### config.mk
export PLATFORM = sky130hd
export DESIGN_NAME = boot_loader
export DESIGN_NICKNAME = d
export VERILOG_FILES = /design/src/rtl/boot_loader.sv
export SDC_FILE = /design/constraint.sdc
export NUM_CORES = 1
export LEC_CHECK = 0
export CAP_MARGIN = 0
export CORE_ASPECT_RATIO = 0.8
export CORE_MARGIN = 4
export CORE_UTILIZATION = 44
export CTS_CLUSTER_SIZE = 24
export DETAILED_ROUTE_END_ITERATION = 12
export GPL_TIMING_DRIVEN = 0
export PLACE_DENSITY_LB_ADDON = 0.3
export SYNTH_ARGS = -nofsm -noshare
export SYNTH_HDL_FRONTEND = slang
export SYNTH_SLANG_ARGS = --single-unit
### constraint.sdc
create_clock -name clk -period 8.1 [get_ports clk]
set_input_delay 1.62 -clock clk [delete_from_list [all_inputs] [get_ports clk]]
set_output_delay 1.62 -clock clk [all_outputs]
set_load 0.005 [all_outputs]
### src/rtl/boot_loader.sv
// Framed byte-stream loader: writes LEN payload bytes to RAM from BASE, checks the
// frame checksum, reads the image back to compare sums, then releases the processor.
module boot_loader #(
  parameter int                   DATAWIDTH = 8,
  parameter logic [DATAWIDTH-1:0] BASE      = '0
) (
  input  logic                 clk,
  input  logic                 clr,
  input  logic [DATAWIDTH-1:0] in_data,
  input  logic                 in_valid,
  output logic                 in_ready,
  output logic [DATAWIDTH-1:0] address,
  output logic [DATAWIDTH-1:0] data_out,
  output logic                 write,
  input  logic [DATAWIDTH-1:0] mem_word,
  output logic                 cpu_run,
  output logic                 done,
  output logic                 err,
  output logic [2:0]           o_dbg_state
);

  // Stream handshake: a byte transfers on the rising clk edge where in_valid && in_ready.
  // in_ready is registered and never depends on in_valid in the same cycle.
  typedef enum logic [2:0] {
    S_LEN    = 3'd0,
    S_DATA   = 3'd1,
    S_CHK    = 3'd2,
    S_VERIFY = 3'd3,
    S_DONE   = 3'd4,
    S_ERR    = 3'd5
  } state_t;

  state_t               r_state;
  logic [DATAWIDTH-1:0] r_len;
  logic [DATAWIDTH-1:0] r_idx;
  logic [DATAWIDTH-1:0] r_data_sum;
  logic [DATAWIDTH-1:0] r_frame_sum;
  logic [DATAWIDTH-1:0] r_rb_sum;
  logic [DATAWIDTH-1:0] r_address;
  logic [DATAWIDTH-1:0] r_data_out;
  logic                 r_write;
  logic                 r_in_ready;
  logic                 r_cpu_run;
  logic                 r_done;
  logic                 r_err;

  logic                 w_fire;
  logic                 w_last;
  logic [DATAWIDTH-1:0] w_chk_sum;
  logic [DATAWIDTH-1:0] w_rb_next;

  assign w_fire    = in_valid & r_in_ready;
  assign w_last    = (r_idx == r_len - DATAWIDTH'(1));
  assign w_chk_sum = r_frame_sum + in_data;
  assign w_rb_next = r_rb_sum + mem_word;

  always_ff @(posedge clk or negedge clr) begin
    if (!clr) begin
      r_state     <= S_LEN;
      r_len       <= '0;
      r_idx       <= '0;
      r_data_sum  <= '0;
      r_frame_sum <= '0;
      r_rb_sum    <= '0;
      r_address   <= '0;
      r_data_out  <= '0;
      r_write     <= 1'b0;
      r_in_ready  <= 1'b0;
      r_cpu_run   <= 1'b0;
      r_done      <= 1'b0;
      r_err       <= 1'b0;
    end else begin
      r_write <= 1'b0;
      case (r_state)
        // A byte arriving in S_ERR is the LEN of a fresh frame.
        S_LEN, S_ERR: begin
          r_in_ready <= 1'b1;
          if (w_fire) begin
            r_len       <= in_data;
            r_idx       <= '0;
            r_data_sum  <= '0;
            r_frame_sum <= in_data;
            r_err       <= 1'b0;
            r_state     <= (in_data == '0) ? S_CHK : S_DATA;
          end
        end
        S_DATA: begin
          if (w_fire) begin
            r_address   <= BASE + r_idx;
            r_data_out  <= in_data;
            r_write     <= 1'b1;
            r_data_sum  <= r_data_sum + in_data;
            r_frame_sum <= r_frame_sum + in_data;
            r_idx       <= r_idx + DATAWIDTH'(1);
            if (w_last) r_state <= S_CHK;
          end
        end
        S_CHK: begin
          if (w_fire) begin
            if (w_chk_sum != '0) begin
              r_state <= S_ERR;
              r_err   <= 1'b1;
            end else if (r_len == '0) begin
              r_state    <= S_DONE;
              r_done     <= 1'b1;
              r_cpu_run  <= 1'b1;
              r_in_ready <= 1'b0;
            end else begin
              r_state    <= S_VERIFY;
              r_in_ready <= 1'b0;
              r_idx      <= '0;
              r_rb_sum   <= '0;
              r_address  <= BASE;
            end
          end
        end
        // mem_word is combinational from address, so one word is summed per cycle.
        S_VERIFY: begin
          r_rb_sum <= w_rb_next;
          if (w_last) begin
            if (w_rb_next == r_data_sum) begin
              r_state   <= S_DONE;
              r_done    <= 1'b1;
              r_cpu_run <= 1'b1;
            end else begin
              r_state    <= S_ERR;
              r_err      <= 1'b1;
              r_in_ready <= 1'b1;
            end
          end else begin
            r_idx     <= r_idx + DATAWIDTH'(1);
            r_address <= BASE + r_idx + DATAWIDTH'(1);
          end
        end
        S_DONE: begin
          r_in_ready <= 1'b0;
        end
        default: begin
          r_state <= S_LEN;
        end
      endcase
    end
  end

  assign in_ready    = r_in_ready;
  assign address     = r_address;
  assign data_out    = r_data_out;
  assign write       = r_write;
  assign cpu_run     = r_cpu_run;
  assign done        = r_done;
  assign err         = r_err;
  assign o_dbg_state = r_state;

endmodule

==> results.md <==
- Status: finished, final reports clean
- Post-synth ARST share: 100.0%
- Rel. slew slack: 43.20%
- CP endpoint kind: flop
- Peak supply drop: 0.0001349 V
- Hold path cells: 2
- Crit Path Max Fanout: 8
- Synth Cell Area: 4363 sq um
- Final instance area: 5264 sq um
- GRT Total Usage: 19.83%
- Worst setup margin: 2.984 ns
- FF+latch count, synth: 63
- Most instantiated cells after synthesis: dfrtp_1 (63), nor2_1 (49), nand2_1 (43)
- DRT iter0 DRCs: 319
- Hold_ws: 0.4765 ns
- Logic pwr share: 9.4%
- Overflow after GRT: 0
- Initial antenna violation count: 0
- Required time of the critical path: 8.31 ns
- Post-CTS Repair Setup Buffers: 0
- H-Tree Depth: 3
- DR pass1 iterations: 5
- Synth unique cells: 61
- Die area: 11580 sq um
- Routability cong.: 0.9099
- Worst-Margin Slew: 0.8480 ns
- Cts repair resizes: 0
- Power density over the cells: 153.4 nW/um^2
- Clock Latency Late Sink: 0.33 ns
- Clock sinks: 63
- Initial Util: 45.22%
- Register-to-Register Path Depth: 9
- Antenna Cells: 0
- IO Pins: 43
- Most frequent cell after synthesis: dfrtp_1
- Mapped Cells: 471
- Final hold viol count: 0
- Sum Neg Setup Slack: 0 ns
- Synth Net Count: 517
- Antenna viol nets, final: 0
- Flop2flop setup slack: 4.57 ns
- Clock skew: 0.008179 ns
- Area leader, netlist: dfrtp_1
- Total CTS buffers: 9
- Die H: 97.07 microns
- Path type of the worst min-delay path: flop to flop
- DP HPWL: 8.053 mm
- Fin nets: 570
- WL per Instance: 17.02 microns
- IO Port Bufs: 42
- Vias/cell: 5.789
- Fmax: 195.5 MHz
- Net switching component of the power: 184.1 uW
- Pre-CTS setup slack: 2.680 ns
- Largest cells by area after synthesis: dfrtp_1 (36%), ha_1 (6.9%), mux2_2 (6.2%), o21ai_0 (4.5%), nor2_1 (4.2%)
- Detailed-route wire length: 11.30 mm
- Sequential share of power: 39.4%
- Vias: 3844
- Max-Cap Viols: 0
- Register area share after synthesis: 36.13%
- CTS tree: done
- Clock period minus worst slack: 5.116 ns
- Post-synth EDFFs: 0
- Root buffer cell: clkbuf_16
- Reg clk slew, reported paths: 0.05 ns
- DR DRC count: 0
- Final setup viols: 0
- Worst EP arrival: 5.33 ns
- Kind of critical path: input pin to flop
- R2R Path End: address[1]
- Vias in the first global route: 3711
- Pint: 623.3 uW
- Synth warn: 0
- Largest net degree at the start of global routing: 64
- Synth-to-layout area growth: 20.65%
- Clk pwr share: 51.2%
- Slew Viols, Final: 0
- Syn Area/Cell: 9.263 sq um
- Hold_buf cts: 0
- Switching Fraction: 22.80%
- Prevailing post-synth register cell: dfrtp_1
- CORE AREA: 9649 sq um
- Tcrit/Tclk final: 63.16%
- Yosys top cell area share: 36.13%
- Crit path launch type: input pin
- Layout cells sized above 1: 10.23%
- Row count: 32
- Die width: 119.3 microns
- Leakage: 2.348 nW
- Post-DP Area: 4951 sq um
- RSZ-0062 raised after global routing: false
- Hold Startpoint: r_rb_sum[3]
- First-pass GRT wire length: 18.71 mm
- Reg2reg start: r_frame_sum[0]
- Hold endpoint: r_rb_sum[3]
- CTS Buffer Depth: 2
==> critical path: stages <==
cell and delay [ns]:
clkdlybuf4s50_1 0.57, ha_1 0.32, fa_1 0.41, a211oi_1 0.44
o21ba_2 0.23, o221ai_1 0.16, a2111oi_4 0.64, nand2_1 0.21
o21ai_4 0.34, mux2_2 0.38
==> sequential cells by signal, summed over array words and instances, names as in the netlist <==
register	flops
address	8
data_out	8
r_data_sum	8
r_frame_sum	8
r_idx	8
r_len	8
r_rb_sum	8
o_dbg_state	3
done	1
err	1
in_ready	1
write	1
==> worst max path at each step <==
stage / startpoint / end / slack [ns] / cells past startpoint
6_report: in_data[0] / address[1] / 2.98 / 10
5_1_grt: in_data[0] / address[1] / 2.86 / 10
4_1_cts: in_data[0] / address[1] / 2.99 / 10
3_5_place_dp: in_data[0] / address[1] / 2.68 / 10
3_3_place_gp: in_data[0] / address[5] / 2.72 / 10
2_1_floorplan: in_data[0] / address[0] / 3.78 / 9
==> layout by cell type, fill, tap and decap left out, types with 12 or more instances in the layout <==
cell             synthesis  layout
dfrtp_1                 63      63
mux2_2                  24      24
xnor2_1                 18      18
a21o_1                  12      12
nor2_1                  49      49
xor2_1                  15      15
ha_1                    24      24
o21ai_0                 39      39
clkdlybuf4s50_1          0      41
a21oi_1                 18      18
clkbuf_1                19      20
nand2_1                 43      43
==> metrics by stage <==
| step | utilization (%) | total power, mW | instances |
|---|---|---|---|
| final | 54.55 | 0.8074 | 664 |
| after global routing | 54.55 | 0.8421 | 664 |
| after CTS | 54.55 | 0.8177 | 664 |
| after detailed placement | 51.31 | 0.3991 | 649 |
| after global placement | 51.34 | 0.3964 | 649 |
| after floorplan | - | 0.3693 | 471 |
==> per-layer routing <==
metal	part of all wire, %	vias up	GRT usage, %	wire [microns]
met5	0	-	0	0
met4	1.6	0	5.722	186
met3	7.3	20	4.715	820
met2	43	161	28.83	4900
met1	48	1836	29.37	5392
li1	-	1827	-	-
==> area by class of cell <==
cell class                      instances  area (sq um)
Multi-Input combinational cell        372          2640
Clock inverter                          4         70.07
Timing Repair Buffer                   42         417.9
Sequential cell                        63          1577
Inverter                               12         45.04
Buffer                                 24         101.3
Fill cell                             898          4385
Clock buffer                           11         242.7
Tap cell                              136         170.2
==> power groups by stage <==
stage	Combinational (mW)	Clock, mW	Sequential [mW]
2_1_floorplan	0.0458	0	0.324
3_3_place_gp	0.0728	0	0.324
3_5_place_dp	0.0754	0	0.324
4_1_cts	0.0758	0.424	0.318
5_1_grt	0.0860	0.438	0.318
6_report	0.0757	0.413	0.318
==> cells by family after synthesis <==
group	count (synthesis)	synth area share, %
compound gates	131	20.99
xor+xnor	33	6.625
fa+ha+maj	28	8.489
buf+inv	36	3.355
flops	63	36.13
mux	30	7.571
simple gates	150	16.83
Note: power is estimated with default switching activity, not from simulation.
==> variant (same flow settings) <==
`DATAWIDTH`: 8 -> 6.
--- a/src/rtl/boot_loader.sv
+++ b/src/rtl/boot_loader.sv
@@ -2,5 +2,5 @@
 // frame checksum, reads the image back to compare sums, then releases the processor.
 module boot_loader #(
-  parameter int                   DATAWIDTH = 8,
+  parameter int                   DATAWIDTH = 6,
   parameter logic [DATAWIDTH-1:0] BASE      = '0
 ) (
Ports: changed (resized address, data_out, in_data and mem_word); port bits go from 43 to 35. The function was not compared with the original's and may differ.
==> variant against the unedited design <==
  * Setup slack better by 840 ps
  * Design area down 29%
  * Synthesized area down 27%
  * Clock skew up 5.4 ps
  * Register-to-register slack better by 810 ps
  * Clock power down 63%
  * Wire length down 36%
  * Power up 93%
  * Combinational power rose to 12 times the old value
  * Global-route usage down 2.0 points
  * Sequential cell count down 14
  * Worst hold slack better by 20 ps
  * Critical path type unchanged
  * Critical endpoint is now r_idx[4]
  * Highest routed layer unchanged
==> variant: results (changes against the unedited design) <==
* Status: completed (unchanged)
* Synth top area cells: dfrtp_1 38%, ha_1 6.7%, mux2_2 5.7% (was dfrtp_1 36%, ha_1 6.9%, mux2_2 6.2%)
* Iter 0 DRT Violations at 152 (was 319)
* DR pass1 iterations at 4 (was 5)
* Final WL at 7220 µm (was 11300 µm)
* Comb_multi_in at 247 (was 372)
* Commonest cells post-synth: 49 x dfrtp_1, 27 x nand2_1, 23 x nor2_1 (was 63 x dfrtp_1, 49 x nor2_1, 43 x nand2_1)
* Register share of the cell area at 32.7% (was 30.0%)
* Vias in the first global route at 2573 (was 3711)
* Crit-path slowest cell: clkdlybuf4s50_1 (was a2111oi_4)
* Root buffer cell: clkbuf_8 (was clkbuf_16)
* Largest net degree at the start of global routing at 36 (was 64)
* Port buffer count at 34 (was 42)
* Lkg Pwr at 1.62 nW (was 2.35 nW)
* Invs w/o clock at 10 (was 12)
* Clock skew at 13.6 ps (was 8.18 ps)
* Global Route Usage Sum at 17.9% (was 19.8%)
* Signal buffers at 47 (was 66)
* Syn nets at 353 (was 517)
* First-pass GRT wire length at 12300 µm (was 18700 µm)
* Final GP Congestion at 0.889 (was 0.910)
* Area of the multi-input gates at 0.00183 mm² (was 0.00264 mm²)
* Distinct cells, synth at 56 (was 61)
* Seq Cell Count at 49 (was 63)
* Vias at 2493 (was 3844)
* NonClk Buf Share at 11.9% (was 9.86%)
* CP peak stage delay at 550 ps (was 640 ps)
* Clock buffer count at 5 (was 11)
* Crit path max-delay family: adder cells (was compound AO/OA/AOI/OAI gates)
[variant: metrics by stage]
step           power (mW)  setup WS (ps)  cell area, µm²  std cells
3_3_place_gp         1.38           3510            3640        439
3_5_place_dp         1.41           3470            3650        440
6_report             1.56           3820            3740        448
5_1_grt              1.70           3660            3740        448
2_1_floorplan        1.15           4410            3190        318
4_1_cts              1.57           3810            3740        448
[variant: final timing paths]
check	to	start	slack, ps	cells after the start
worst max register to register	r_idx[4]	r_frame_sum[0]	5380	9
min in group asynchronous	o_dbg_state[0]	clr	1210	1
worst min register to register	r_frame_sum[0]	r_frame_sum[0]	500	2
worst min-delay path	r_frame_sum[0]	r_frame_sum[0]	500	2
worst max-delay path	r_idx[4]	in_data[0]	3820	10
max in group asynchronous	err	clr	6380	2
[variant: kinds of logic (layout without fill, tap and decap cells)]
kind of cell | after synthesis | in the layout | synth area share, %
muxes | 25 | 25 | 8.79
xor gates and xnor gates | 28 | 28 | 7.70
AOI/OAI and AO/OA | 85 | 85 | 18.8
buffers and inverters | 22 | 65 | 4.00
DFF | 49 | 49 | 38.5
and+or+nand+nor | 89 | 89 | 13.6
adders and majority gates | 20 | 20 | 8.56
[variant: report_power, final]
| group | internal, mW | total (mW) | switching [mW] | leakage (nW) |
|---|---|---|---|---|
| clock | 0.0624 | 0.152 | 0.0892 | 0.0447 |
| combinational | 0.479 | 0.945 | 0.466 | 0.986 |
| sequential | 0.364 | 0.461 | 0.0969 | 0.590 |
[variant: routing by layer]
metal | routed length [µm] | track usage (%) | up-vias | part of all wire, %
li1 | - | - | 1237 | -
met1 | 3530 | 24.4 | 1213 | 49
met2 | 3390 | 28.4 | 34 | 47
met3 | 201 | 3.59 | 9 | 2.8
met4 | 95 | 5.53 | 0 | 1.3
met5 | 0 | 0 | - | 0
